**src/rtl/mm_pkg.sv**
```systemverilog
// rtl/mm_pkg.sv - shared types and constants for the matmul tile scheduler
package mm_pkg;

    typedef enum logic [1:0] {
        ST_IDLE = 2'd0,
        ST_LOAD = 2'd1,
        ST_ACK  = 2'd2
    } mm_state_t;

    localparam int ROW_BYTES  = 16;
    localparam int ROW_SHIFT  = $clog2(ROW_BYTES);
    localparam int DEF_ADDR_W = 12;
    localparam int DEF_TILE_W = 4;

    typedef struct packed {
        logic [DEF_ADDR_W-1:0] a_addr;
        logic [DEF_ADDR_W-1:0] b_addr;
        logic [DEF_TILE_W-1:0] m_tiles;
        logic [DEF_TILE_W-1:0] n_tiles;
        logic [3:0]            row_len;
        logic [3:0]            col_len;
    } mm_cmd_t;

endpackage

```
**src/rtl/mm_tile_addr_gen.sv**
```systemverilog
// rtl/mm_tile_addr_gen.sv - tile index counters and per-tile A/B start addresses
module mm_tile_addr_gen
    import mm_pkg::*;
#(
    parameter int ADDR_W = DEF_ADDR_W,
    parameter int TILE_W = DEF_TILE_W
) (
    input  logic              clk,
    input  logic              rst_n,
    input  logic              i_load,
    input  logic              i_adv,
    input  logic [ADDR_W-1:0] i_a_base,
    input  logic [ADDR_W-1:0] i_b_base,
    input  logic [TILE_W-1:0] i_m_tiles,
    input  logic [TILE_W-1:0] i_n_tiles,
    input  logic [3:0]        i_row_len,
    output logic [TILE_W-1:0] o_m_idx,
    output logic [TILE_W-1:0] o_n_idx,
    output logic              o_last,
    output logic [ADDR_W-1:0] o_a_addr,
    output logic [ADDR_W-1:0] o_b_addr
);

    localparam int STRIDE_W = ROW_SHIFT + 5;
    localparam int PROD_W   = TILE_W + STRIDE_W;

    logic [ADDR_W-1:0]   r_a_base, r_b_base, r_a_addr, r_b_addr;
    logic [TILE_W-1:0]   r_m_max, r_n_max, r_m, r_n;
    logic [STRIDE_W-1:0] r_stride;

    logic                w_n_wrap;
    logic [TILE_W-1:0]   w_m_nxt, w_n_nxt;
    logic [PROD_W-1:0]   w_a_off, w_b_off;
    logic [4:0]          w_rows;
    logic [STRIDE_W-1:0] w_ld_stride;

    assign w_n_wrap    = (r_n == r_n_max);
    assign w_m_nxt     = w_n_wrap ? r_m + 1'b1 : r_m;
    assign w_n_nxt     = w_n_wrap ? '0 : r_n + 1'b1;
    assign w_a_off     = PROD_W'(w_m_nxt) * PROD_W'(r_stride);
    assign w_b_off     = PROD_W'(w_n_nxt) * PROD_W'(r_stride);
    assign w_rows      = {1'b0, i_row_len} + 5'd1;
    assign w_ld_stride = STRIDE_W'(w_rows) << ROW_SHIFT;

    // Offsets wrap modulo 2^ADDR_W by truncation.
    always_ff @(posedge clk or negedge rst_n) begin
        if (!rst_n) begin
            r_a_base <= '0;
            r_b_base <= '0;
            r_m_max  <= '0;
            r_n_max  <= '0;
            r_stride <= '0;
            r_m      <= '0;
            r_n      <= '0;
            r_a_addr <= '0;
            r_b_addr <= '0;
        end else if (i_load) begin
            r_a_base <= i_a_base;
            r_b_base <= i_b_base;
            r_m_max  <= i_m_tiles;
            r_n_max  <= i_n_tiles;
            r_stride <= w_ld_stride;
            r_m      <= '0;
            r_n      <= '0;
            r_a_addr <= i_a_base;
            r_b_addr <= i_b_base;
        end else if (i_adv) begin
            r_m      <= w_m_nxt;
            r_n      <= w_n_nxt;
            r_a_addr <= r_a_base + ADDR_W'(w_a_off);
            r_b_addr <= r_b_base + ADDR_W'(w_b_off);
        end
    end

    assign o_m_idx  = r_m;
    assign o_n_idx  = r_n;
    assign o_last   = (r_m == r_m_max) && w_n_wrap;
    assign o_a_addr = r_a_addr;
    assign o_b_addr = r_b_addr;

endmodule

```
**src/rtl/mm_tile_sched.sv**
```systemverilog
// rtl/mm_tile_sched.sv - M x N tile scheduler for A/B operand buffers; MM_TILE_SCHED_PERF_CNT_EN adds perf counters
module mm_tile_sched
    import mm_pkg::*;
#(
    parameter int ADDR_W = DEF_ADDR_W,
    parameter int TILE_W = DEF_TILE_W
) (
    input  logic              clk,
    input  logic              rst_n,
    input  logic              cmd_vld,
    output logic              cmd_rdy,
    input  logic [ADDR_W-1:0] cmd_a_addr,
    input  logic [ADDR_W-1:0] cmd_b_addr,
    input  logic [TILE_W-1:0] cmd_m_tiles,
    input  logic [TILE_W-1:0] cmd_n_tiles,
    input  logic [3:0]        cmd_row_len,
    input  logic [3:0]        cmd_col_len,
    output logic              a_ctrl_vld,
    output logic              b_ctrl_vld,
    output logic [3:0]        a_ctrl_row_len,
    output logic [3:0]        b_ctrl_row_len,
    output logic [3:0]        a_ctrl_col_len,
    output logic [3:0]        b_ctrl_col_len,
    output logic [ADDR_W-1:0] a_ctrl_start_addr,
    output logic [ADDR_W-1:0] b_ctrl_start_addr,
    input  logic              a_mxu_end,
    input  logic              b_mxu_end,
    output logic              tile_vld,
    input  logic              tile_rdy,
    output logic [TILE_W-1:0] tile_m_idx,
    output logic [TILE_W-1:0] tile_n_idx,
    output logic              busy,
    output logic              done
`ifdef MM_TILE_SCHED_PERF_CNT_EN
    ,
    output logic [31:0]       perf_busy_cyc,
    output logic [31:0]       perf_stall_cyc
`endif
);

    mm_state_t r_state, w_state_nxt;
    mm_cmd_t   w_cmd;
    logic      r_a_seen, r_b_seen, r_first;
    logic      w_a_seen, w_b_seen, w_load, w_adv, w_last, w_done_nxt;
    logic      r_cmd_rdy, r_ctrl_vld, r_tile_vld, r_busy, r_done;
    logic      w_cmd_rdy_nxt, w_ctrl_vld_nxt, w_tile_vld_nxt, w_busy_nxt;
    logic [3:0] r_row_len, r_col_len;

    assign w_cmd = '{a_addr: cmd_a_addr, b_addr: cmd_b_addr, m_tiles: cmd_m_tiles,
                     n_tiles: cmd_n_tiles, row_len: cmd_row_len, col_len: cmd_col_len};

    // The first LOAD cycle masks end inputs that may still be left over from the previous tile.
    assign w_a_seen = r_a_seen | (a_mxu_end & ~r_first);
    assign w_b_seen = r_b_seen | (b_mxu_end & ~r_first);

    always_ff @(posedge clk or negedge rst_n) begin
        if (!rst_n) r_state <= ST_IDLE;
        else        r_state <= w_state_nxt;
    end

    always_comb begin
        w_state_nxt = r_state;
        w_load      = 1'b0;
        w_adv       = 1'b0;
        w_done_nxt  = 1'b0;
        case (r_state)
            ST_IDLE: if (cmd_vld) begin
                w_state_nxt = ST_LOAD;
                w_load      = 1'b1;
            end
            ST_LOAD: if (w_a_seen && w_b_seen) w_state_nxt = ST_ACK;
            ST_ACK: if (tile_rdy) begin
                if (w_last) begin
                    w_state_nxt = ST_IDLE;
                    w_done_nxt  = 1'b1;
                end else begin
                    w_state_nxt = ST_LOAD;
                    w_adv       = 1'b1;
                end
            end
            default: w_state_nxt = ST_IDLE;
        endcase
    end

    always_comb begin
        w_cmd_rdy_nxt  = (w_state_nxt == ST_IDLE);
        w_ctrl_vld_nxt = (w_state_nxt == ST_LOAD);
        w_tile_vld_nxt = (w_state_nxt == ST_ACK);
        w_busy_nxt     = (w_state_nxt != ST_IDLE);
    end

    always_ff @(posedge clk or negedge rst_n) begin
        if (!rst_n) begin
            r_a_seen   <= 1'b0;
            r_b_seen   <= 1'b0;
            r_first    <= 1'b0;
            r_cmd_rdy  <= 1'b1;
            r_ctrl_vld <= 1'b0;
            r_tile_vld <= 1'b0;
            r_busy     <= 1'b0;
            r_done     <= 1'b0;
            r_row_len  <= '0;
            r_col_len  <= '0;
        end else begin
            r_a_seen   <= (r_state == ST_LOAD) && (w_state_nxt == ST_LOAD) && w_a_seen;
            r_b_seen   <= (r_state == ST_LOAD) && (w_state_nxt == ST_LOAD) && w_b_seen;
            r_first    <= (r_state != ST_LOAD) && (w_state_nxt == ST_LOAD);
            r_cmd_rdy  <= w_cmd_rdy_nxt;
            r_ctrl_vld <= w_ctrl_vld_nxt;
            r_tile_vld <= w_tile_vld_nxt;
            r_busy     <= w_busy_nxt;
            r_done     <= w_done_nxt;
            if (w_load) begin
                r_row_len <= w_cmd.row_len;
                r_col_len <= w_cmd.col_len;
            end
        end
    end

    mm_tile_addr_gen #(.ADDR_W(ADDR_W), .TILE_W(TILE_W)) u_addr_gen (
        .clk       (clk),
        .rst_n     (rst_n),
        .i_load    (w_load),
        .i_adv     (w_adv),
        .i_a_base  (w_cmd.a_addr),
        .i_b_base  (w_cmd.b_addr),
        .i_m_tiles (w_cmd.m_tiles),
        .i_n_tiles (w_cmd.n_tiles),
        .i_row_len (w_cmd.row_len),
        .o_m_idx   (tile_m_idx),
        .o_n_idx   (tile_n_idx),
        .o_last    (w_last),
        .o_a_addr  (a_ctrl_start_addr),
        .o_b_addr  (b_ctrl_start_addr)
    );

    assign cmd_rdy        = r_cmd_rdy;
    assign a_ctrl_vld     = r_ctrl_vld;
    assign b_ctrl_vld     = r_ctrl_vld;
    assign a_ctrl_row_len = r_row_len;
    assign b_ctrl_row_len = r_row_len;
    assign a_ctrl_col_len = r_col_len;
    assign b_ctrl_col_len = r_col_len;
    assign tile_vld       = r_tile_vld;
    assign busy           = r_busy;
    assign done           = r_done;

`ifdef MM_TILE_SCHED_PERF_CNT_EN
    logic [31:0] r_perf_busy, r_perf_stall;

    always_ff @(posedge clk or negedge rst_n) begin
        if (!rst_n) begin
            r_perf_busy  <= '0;
            r_perf_stall <= '0;
        end else if (w_load) begin
            r_perf_busy  <= '0;
            r_perf_stall <= '0;
        end else begin
            if (r_busy && (r_perf_busy != '1))
                r_perf_busy <= r_perf_busy + 32'd1;
            if (r_tile_vld && !tile_rdy && (r_perf_stall != '1))
                r_perf_stall <= r_perf_stall + 32'd1;
        end
    end

    assign perf_busy_cyc  = r_perf_busy;
    assign perf_stall_cyc = r_perf_stall;
`endif

endmodule

```
**config.mk**
```make
export PLATFORM = sky130hd
export DESIGN_NAME = mm_tile_sched
export DESIGN_NICKNAME = d
export VERILOG_FILES = /design/src/rtl/mm_pkg.sv /design/src/rtl/mm_tile_addr_gen.sv /design/src/rtl/mm_tile_sched.sv
export SDC_FILE = /design/constraint.sdc
export NUM_CORES = 1
export LEC_CHECK = 0
export ABC_CLOCK_PERIOD_IN_PS = 5950
export CORE_MARGIN = 3
export CORE_UTILIZATION = 47
export CTS_CLUSTER_DIAMETER = 30
export DETAILED_ROUTE_END_ITERATION = 16
export PLACE_DENSITY = 0.69
export SLEW_MARGIN = 0
export SYNTH_ARGS = -nofsm -noshare
export SYNTH_HDL_FRONTEND = slang
export SYNTH_SLANG_ARGS = --single-unit
```
**constraint.sdc**
```tcl
create_clock -name clk -period 5.95 [get_ports clk]
set_clock_uncertainty 0.1 [all_clocks]
set_input_delay 0.595 -clock clk [delete_from_list [all_inputs] [get_ports clk]]
set_output_delay 0.595 -clock clk [all_outputs]
set_load 0.1 [all_outputs]
```
==> flow_summary.ini, run 1 <==
[status]
status = completed

[critical_path]
reg2reg_slack_ps = 890
cp-end-kind = flip-flop
crit_required_ps = 6060
startpoint = u_addr_gen.o_n_idx[2]
reg2reg_from = u_addr_gen.o_n_idx[2]
crit_end = u_addr_gen.o_a_addr[11]
arrival_ps = 5170
r2r_end = u_addr_gen.o_a_addr[11]
crit_fanout = 12
path_class = reg -> reg
r2r.worst_path.cells = 19
critPathLaunchType = flip-flop

[floorplan]
start_util_pct = 48.39
die_h_um = 112.1
dieArea_um2 = 12570
ioPinCount = 100
rows = 38
core_um2 = 10940
die_x_um = 112.1

[clock_network]
ctsResizeCount = 0
numCtsBuffers = 9
clkTransAtPathRegs_ps = 70
clock_latency_ps = 340
cts-root-buf = clkbuf_16
cts.sinks = 87
clockBufferDepth = 2
cts_tree = yes
htree_levels = 3
cts_setup_buffers = 0
holdBufCountCts = 0

[global_route]
grt_overflow_total = 0
grt_pass1_wl_mm = 19.95
grt-busiest-layer = met2
met2_usage_pct = 33.21
grt.total_usage_pct = 19.25
antenna_found_initial = 0
grt_max_degree = 54
first_global_vias = 4339
gr-usage-met3_pct = 5.337
grt_use_met1_pct = 24.02

[sta]
period_share_pct = 85.07
worst_slew_pin_slew_ps = 1037
tns_ps = 0
layout_min_cycle_time_ps = 5062
slew_viol_final = 0
grt_setup_unrepaired = false
holdWs_ps = 132.0
setup_violations = 0
fmax_ghz = 0.1976
relSlewSlack_pct = 30.63
worst_slack_ps = 888.1
hold_viol = 0

[final_layout]
final_common_cell = nand2_1
final_core_util_pct = 60.58
final_cell_mix = nand2_1, clkdlybuf4s50_1, dfrtp_1, ha_1, inv_1
seqCellArea_um2 = 2178
antennaDiodeCount = 0
nets = 756
drive_above_1_share_pct = 6.667
syn_to_final_growth_pct = 25.21
multiInputGateArea_um2 = 2839
fillers = 967

[routing]
initialDrtViolationCount = 185
antenna_left = 0
routed_wl_mm = 11.55
drc = 0
via_count = 4098
viasPerCell = 5.123
first_pass_iters = 4
routedWlPerCell_um = 14.44

[synthesis]
syn-cell-area_um2 = 5291
synth_fp_nets = 670
synth_area_leader_cell = dfrtp_1
syn-instance-count = 569
async_flop_share_pct = 100.0
ys_warn_count = 0
seq_area_frac_synth_pct = 41.17
synth-seq-cells = 87
synth_top_cell_area_share_pct = 40.67
ys.flop_type = dfrtp_1
yosys-top-cells-area = dfrtp_1, nand2_1, ha_1
synth-edff-count = 0
synth.avg_cell_area_um2 = 9.299
yosysUniqueCellTypes = 54

[placed_design]
place_congestion = 0.7949
hpwl_mm = 8.373
pre_cts_slack_ps = 924.2
io_buffers = 99

[min_path]
holdCritPathClass = in -> async

[run]
cap_viol_max_count = 0
-- cell usage after synthesis (3+ instances only) --
cell,number
o22ai_1,3
and2_1,13
a21oi_1,27
xor2_1,10
o21ai_0,13
ha_1,41
buf_2,4
mux2_1,3
nand2b_1,6
nor2b_1,12
dfrtp_1,86
mux2_2,5
mux2i_1,4
a21o_1,8
and3_2,3
nor2_1,13
inv_1,30
o21bai_1,3
o21ai_1,17
fa_1,14
nand2_1,163
clkbuf_1,11
xnor2_1,27
buf_4,10
nand3_1,7
nor3_1,3
-- per-stage QoR --
| stage | cell area (um2) | std cells |
|---|---|---|
| 3_5_place_dp | 6327 | 784 |
| 4_1_cts | 6625 | 800 |
| 5_1_grt | 6625 | 800 |
| 2_1_floorplan | 5291 | 569 |
| 6_report | 6625 | 800 |
| 3_3_place_gp | 6327 | 784 |
-- registers in the layout (all words and copies together) (netlist names), 5 cells and up --
| name | cells |
|---|---|
| u_addr_gen.o_a_addr | 12 |
| u_addr_gen.o_b_addr | 12 |
| u_addr_gen.r_a_base | 12 |
| u_addr_gen.r_b_base | 12 |
| u_addr_gen.r_stride | 5 |
-- worst max-delay path, stage by stage (launching register included) --
cell	delay, ps
dfrtp_1	450
xnor2_1	280
and4_4	390
and2_1	210
xor2_1	300
nand2_1	130
fa_1	560
inv_1	60
fa_1	560
inv_1	70
fa_1	450
xnor2_1	140
ha_1	320
nand3_1	110
o211ai_1	100
o21ai_0	230
nand2b_1	80
a21oi_1	180
xnor2_1	150
o21ai_2	60
-- metal layers --
metal  up-vias  share of wire, %
met5         -                 0
met4         0               1.2
met3        10               5.7
met2        86                50
met1      1984                43
li1       2018                 -
-- layout make-up --
cell class | count | share of cell area, %
Clock inverter | 6 | 1.039
Inverter | 31 | 1.756
Tap cell | 140 | 2.644
Multi-Input combinational cell | 423 | 42.85
Timing Repair Buffer | 103 | 15.37
Clock buffer | 10 | 3.456
Sequential cell | 87 | 32.88
-- kinds of logic after synthesis --
family	share of synthesized area [%]
mux	2.743
xor+xnor	6.432
buf+inv	5.249
flops	41.17
fa+ha+maj	14.99
simple gates	19.74
compound gates	9.671
-- worst min-delay path by stage --
stage | startpoint | endpoint | slack (ps)
global placement | u_addr_gen.r_a_base[3] | u_addr_gen.r_a_base[3] | 350
finish | rst_n | u_addr_gen.o_a_addr[2] | 130
detailed placement | u_addr_gen.r_a_base[0] | u_addr_gen.r_a_base[0] | 360
CTS | rst_n | u_addr_gen.o_a_addr[2] | 150
floorplan | rst_n | a_ctrl_col_len[0] | 200
global route | rst_n | u_addr_gen.o_a_addr[2] | 160
Power of run 1 is not shown: default switching activity piles up to over one toggle a cycle in this logic, so the estimate is an artifact.
==> inputs of run 2 (changes only) <==
- CORE_MARGIN: 3 -> unset
==> flow_summary.ini, run 2 (synthesis results as in run 1) <==
[critical_path]
arrival_ps = 5230
crit_required_ps = 6110
r2r_end = u_addr_gen.o_a_addr[11]
cp-end-kind = flip-flop
critPathMaxStageDelay_ps = 550
critPathLaunchType = flip-flop
r2r.worst_path.cells = 19
cp_top_family = adder cells
reg2reg_from = u_addr_gen.o_n_idx[0]
crit_slowest_cell = fa_1
critPathBufInv = 2
path_cells = xnor2_1, and4_4, and2_1, xor2_1, nand2_1, fa_1, inv_1, fa_1, inv_1, fa_1, xnor2_1, ha_1, nand3_1, o211ai_1, o21ai_0, nand2b_1, a21oi_1, xnor2_1, o21ai_2
crit_fanout = 12
path_class = reg -> reg
reg2reg_slack_ps = 880

[placed_design]
place_congestion = 0.8118
io_buffers = 99
pre_cts_slack_ps = 892.1
dpl_cell_area_um2 = 6327
hpwl_mm = 8.086

[global_route]
antenna_found_initial = 0
grt_max_degree = 54
grt_pass1_wl_mm = 19.04
first_global_vias = 4238
grt.total_usage_pct = 21.19
grt_overflow_total = 0

[sta]
slew_viol_final = 0
holdWs_ps = 83.58
hold_viol = 0
layout_min_cycle_time_ps = 5071
tns_ps = 0
setup_violations = 0
fmax_ghz = 0.1972
worst_slack_ps = 879.1
grt_setup_unrepaired = false
relSlewSlack_pct = 30.56
worst_slew_pin_slew_ps = 1038
period_share_pct = 85.23

[status]
status = completed

[clock_network]
htree_levels = 3
holdBufCountCts = 0
numCtsBuffers = 9
ctsResizeCount = 0
cts.sinks = 87
cts-root-buf = clkbuf_8
clkTransAtPathRegs_ps = 90
clock_latency_ps = 380
clockBufferDepth = 2
cts_setup_buffers = 0
cts_tree = yes

[floorplan]
dieArea_um2 = 11690
rows = 38
die_h_um = 108.1
core_um2 = 10890
die_x_um = 108.1
start_util_pct = 48.60
ioPinCount = 100

[routing]
initialDrtViolationCount = 146
first_pass_iters = 5
routed_wl_mm = 11.38
drc = 0
viasPerCell = 5.164
routedWlPerCell_um = 14.22
antenna_left = 0
via_count = 4131

[final_layout]
drive_above_1_share_pct = 6.667
fin_area_um2 = 6524
nets = 756
fillers = 981
multiInputGateArea_um2 = 2839
syn_to_final_growth_pct = 23.29
seqCellArea_um2 = 2178
antennaDiodeCount = 0
final_cell_mix = nand2_1, clkdlybuf4s50_1, dfrtp_1, ha_1, inv_1
final_common_cell = nand2_1

[run]
cap_viol_max_count = 0

[min_path]
holdCritPathClass = in -> async
## run 2: cell types whose count changed in the layout (fill, tap and decap cells not counted)
cell,previous run,this run
clkbuf_16,9,0
clkbuf_8,0,9
clkinv_4,1,2
inv_6,2,1
## run 2: through the flow
step,std cells,util [%]
2_1_floorplan,569,-
3_3_place_gp,784,58.11
3_5_place_dp,784,58.11
4_1_cts,800,59.92
5_1_grt,800,59.92
6_report,800,59.92
## run 2: area by class of cell
| type | count | share of cell area [%] |
|---|---|---|
| timing repair buffer | 103 | 15.61 |
| sequential | 87 | 33.39 |
| clock buffer | 10 | 1.956 |
| inverter | 31 | 1.784 |
| tap | 140 | 2.685 |
| multi-input combinational | 423 | 43.52 |
| clock inverter | 6 | 1.055 |
## run 2: worst max path at each step
stage | slack (ps) | startpoint | endpoint | cells after the start
finish | 880 | u_addr_gen.o_n_idx[0] | u_addr_gen.o_a_addr[11] | 19
global route | 460 | u_addr_gen.o_n_idx[3] | u_addr_gen.o_a_addr[11] | 19
CTS | 840 | u_addr_gen.o_n_idx[2] | u_addr_gen.o_a_addr[11] | 19
detailed placement | 890 | u_addr_gen.o_n_idx[2] | u_addr_gen.o_a_addr[11] | 19
global placement | 1030 | u_addr_gen.o_n_idx[0] | u_addr_gen.o_a_addr[11] | 19
floorplan | 780 | u_addr_gen.o_n_idx[0] | u_addr_gen.o_a_addr[11] | 20
## run 2: routing by layer
layer	global-route usage (%)	vias to the layer above	wire length [um]
met2	36.53	95	5623
li1	-	2023	-
met4	6.556	0	178
met1	24.55	2002	4871
met3	7.535	11	705
met5	0	-	0
## run 2: worst reg2reg max path, delay by kind of cell, from the launching register on
| family | cells | cell delay [ps] |
|---|---|---|
| AOI/OAI and AO/OA | 4 | 570 |
| buffers and inverters | 2 | 120 |
| DFF | 1 | 460 |
| xor gates and xnor gates | 4 | 890 |
| adders and majority gates | 4 | 1890 |
| and+or+nand+nor | 5 | 910 |
Power of run 2 is left out for the same reason.
==> inputs of run 3 (changes only) <==
- ABC_CLOCK_PERIOD_IN_PS: 5950 -> unset
- clock period: 5.95 -> 5.01 ns (I/O delays scaled with it)
==> flow_summary.ini, run 3 (synthesis results as in run 1) <==
[sta]
tns_ps = 0
grt_setup_unrepaired = true
worst_slew_pin_slew_ps = 1045
holdWs_ps = -8.188
fmax_ghz = 0.2102
hold_viol = 6
layout_min_cycle_time_ps = 4756
setup_violations = 0
slew_viol_final = 0
period_share_pct = 94.94
relSlewSlack_pct = 30.11

[routing]
initialDrtViolationCount = 140
first_pass_iters = 4
drt-met1-wl_mm = 5.044
antenna_left = 0
met3WireLength_um = 624
drc = 0
dr.max_layer_used = met4
viasPerCell = 5.174
routedWlPerCell_um = 14.34
routed_wl_mm = 11.48
via_count = 4144
met2_length_mm = 5.669

[clock_network]
cts_tree = yes
numCtsBuffers = 9
holdBufCountCts = 0
htree_levels = 3
cts_setup_buffers = 0
clock_latency_ps = 370
ctsResizeCount = 0
clkTransAtPathRegs_ps = 100
clockBufferDepth = 2
cts-root-buf = clkbuf_8
cts.sinks = 87

[final_layout]
fillers = 924
final_cell_mix = nand2_1, clkdlybuf4s50_1, dfrtp_1, ha_1, inv_1
final_core_util_pct = 60.61
nets = 757
stdcell_count = 801
final_common_cell = nand2_1
drive_above_1_share_pct = 8.169
antennaDiodeCount = 0
syn_to_final_growth_pct = 24.71

[critical_path]
path_class = reg -> reg
critPathMaxStageDelay_ps = 560
crit_required_ps = 5150
crit_slowest_cell = fa_1
crit_top_cell = fa_1
critPathLaunchType = flip-flop
cp_top_family = adder cells
arrival_ps = 4890
cp-end-kind = flip-flop
path_cells = xnor2_2, and4_4, buf_4, nand2_1, xor2_1, nand2b_1, fa_1, inv_1, fa_1, inv_1, fa_1, xnor2_1, ha_1, nand3_1, o211ai_1, o21ai_1, nand2b_1, a21oi_1, xnor2_1, o21ai_2
critPathBufInv = 3
crit_fanout = 6

[global_route]
antenna_found_initial = 0
grt_max_degree = 54
first_global_vias = 4179
grt.total_usage_pct = 21.11
grt_pass1_wl_mm = 19.17
grt_overflow_total = 0

[floorplan]
die_h_um = 108.1
rows = 38
ioPinCount = 100
die_x_um = 108.1
core_um2 = 10890
start_util_pct = 48.60
dieArea_um2 = 11690

[status]
status = finished, violations left
failed_checks = negative hold slack

[placed_design]
place_congestion = 0.7901
hpwl_mm = 8.265
dpl.cell_count = 785
io_buffers = 99

[run]
cap_viol_max_count = 0

[min_path]
holdCritPathClass = in -> async
==> run 3: path summary, 6_finish.rpt <==
| check | startpoint | to | slack [ps] | cells after the start |
|---|---|---|---|---|
| min in group clk | u_addr_gen.r_b_base[1] | u_addr_gen.r_b_base[1] | 380 | 2 |
| max in group asynchronous | rst_n | u_addr_gen.r_a_base[1] | 3760 | 2 |
| worst max register to register | u_addr_gen.o_n_idx[2] | u_addr_gen.o_a_addr[11] | 250 | 20 |
| worst min register to register | u_addr_gen.r_b_base[1] | u_addr_gen.r_b_base[1] | 380 | 2 |
| worst min-delay path | rst_n | a_ctrl_col_len[2] | -8 | 1 |
| worst max-delay path | u_addr_gen.o_n_idx[2] | u_addr_gen.o_a_addr[11] | 250 | 20 |
==> run 3: metal layers <==
metal,global-route usage [%],vias up
li1,-,2024
met1,25.94,2021
met2,36.62,86
met3,4.882,13
met4,6.556,0
met5,0,-
==> run 3: layout make-up <==
cell class	instances	area, um2	area share [%]
multi-input combinational	423	2874	43.55
sequential	87	2183	33.09
timing repair buffer	104	1026	15.55
tap	140	175.2	2.655
clock buffer	13	158.9	2.408
inverter	31	116.4	1.763
clock inverter	3	65.06	0.9860
==> run 3: per-stage QoR <==
step,instance area (um2),setup WS [ps]
final,6599,253.6
after global routing,6599,-51.93
after CTS,6564,81.61
after detailed placement,6340,138.4
after global placement,6340,215.2
after floorplan,5296,38.25
==> run 3: worst reg2reg max path, stage by stage (launching register included) <==
cell	delay, ps
dfrtp_2	460
xnor2_2	220
and4_4	270
buf_4	160
nand2_1	70
xor2_1	200
nand2b_1	200
fa_1	510
inv_1	50
fa_1	560
inv_1	60
fa_1	450
xnor2_1	150
ha_1	320
nand3_1	100
o211ai_1	100
o21ai_1	180
nand2b_1	80
a21oi_1	180
xnor2_1	150
o21ai_2	60
Power of run 3 is left out for the same reason.
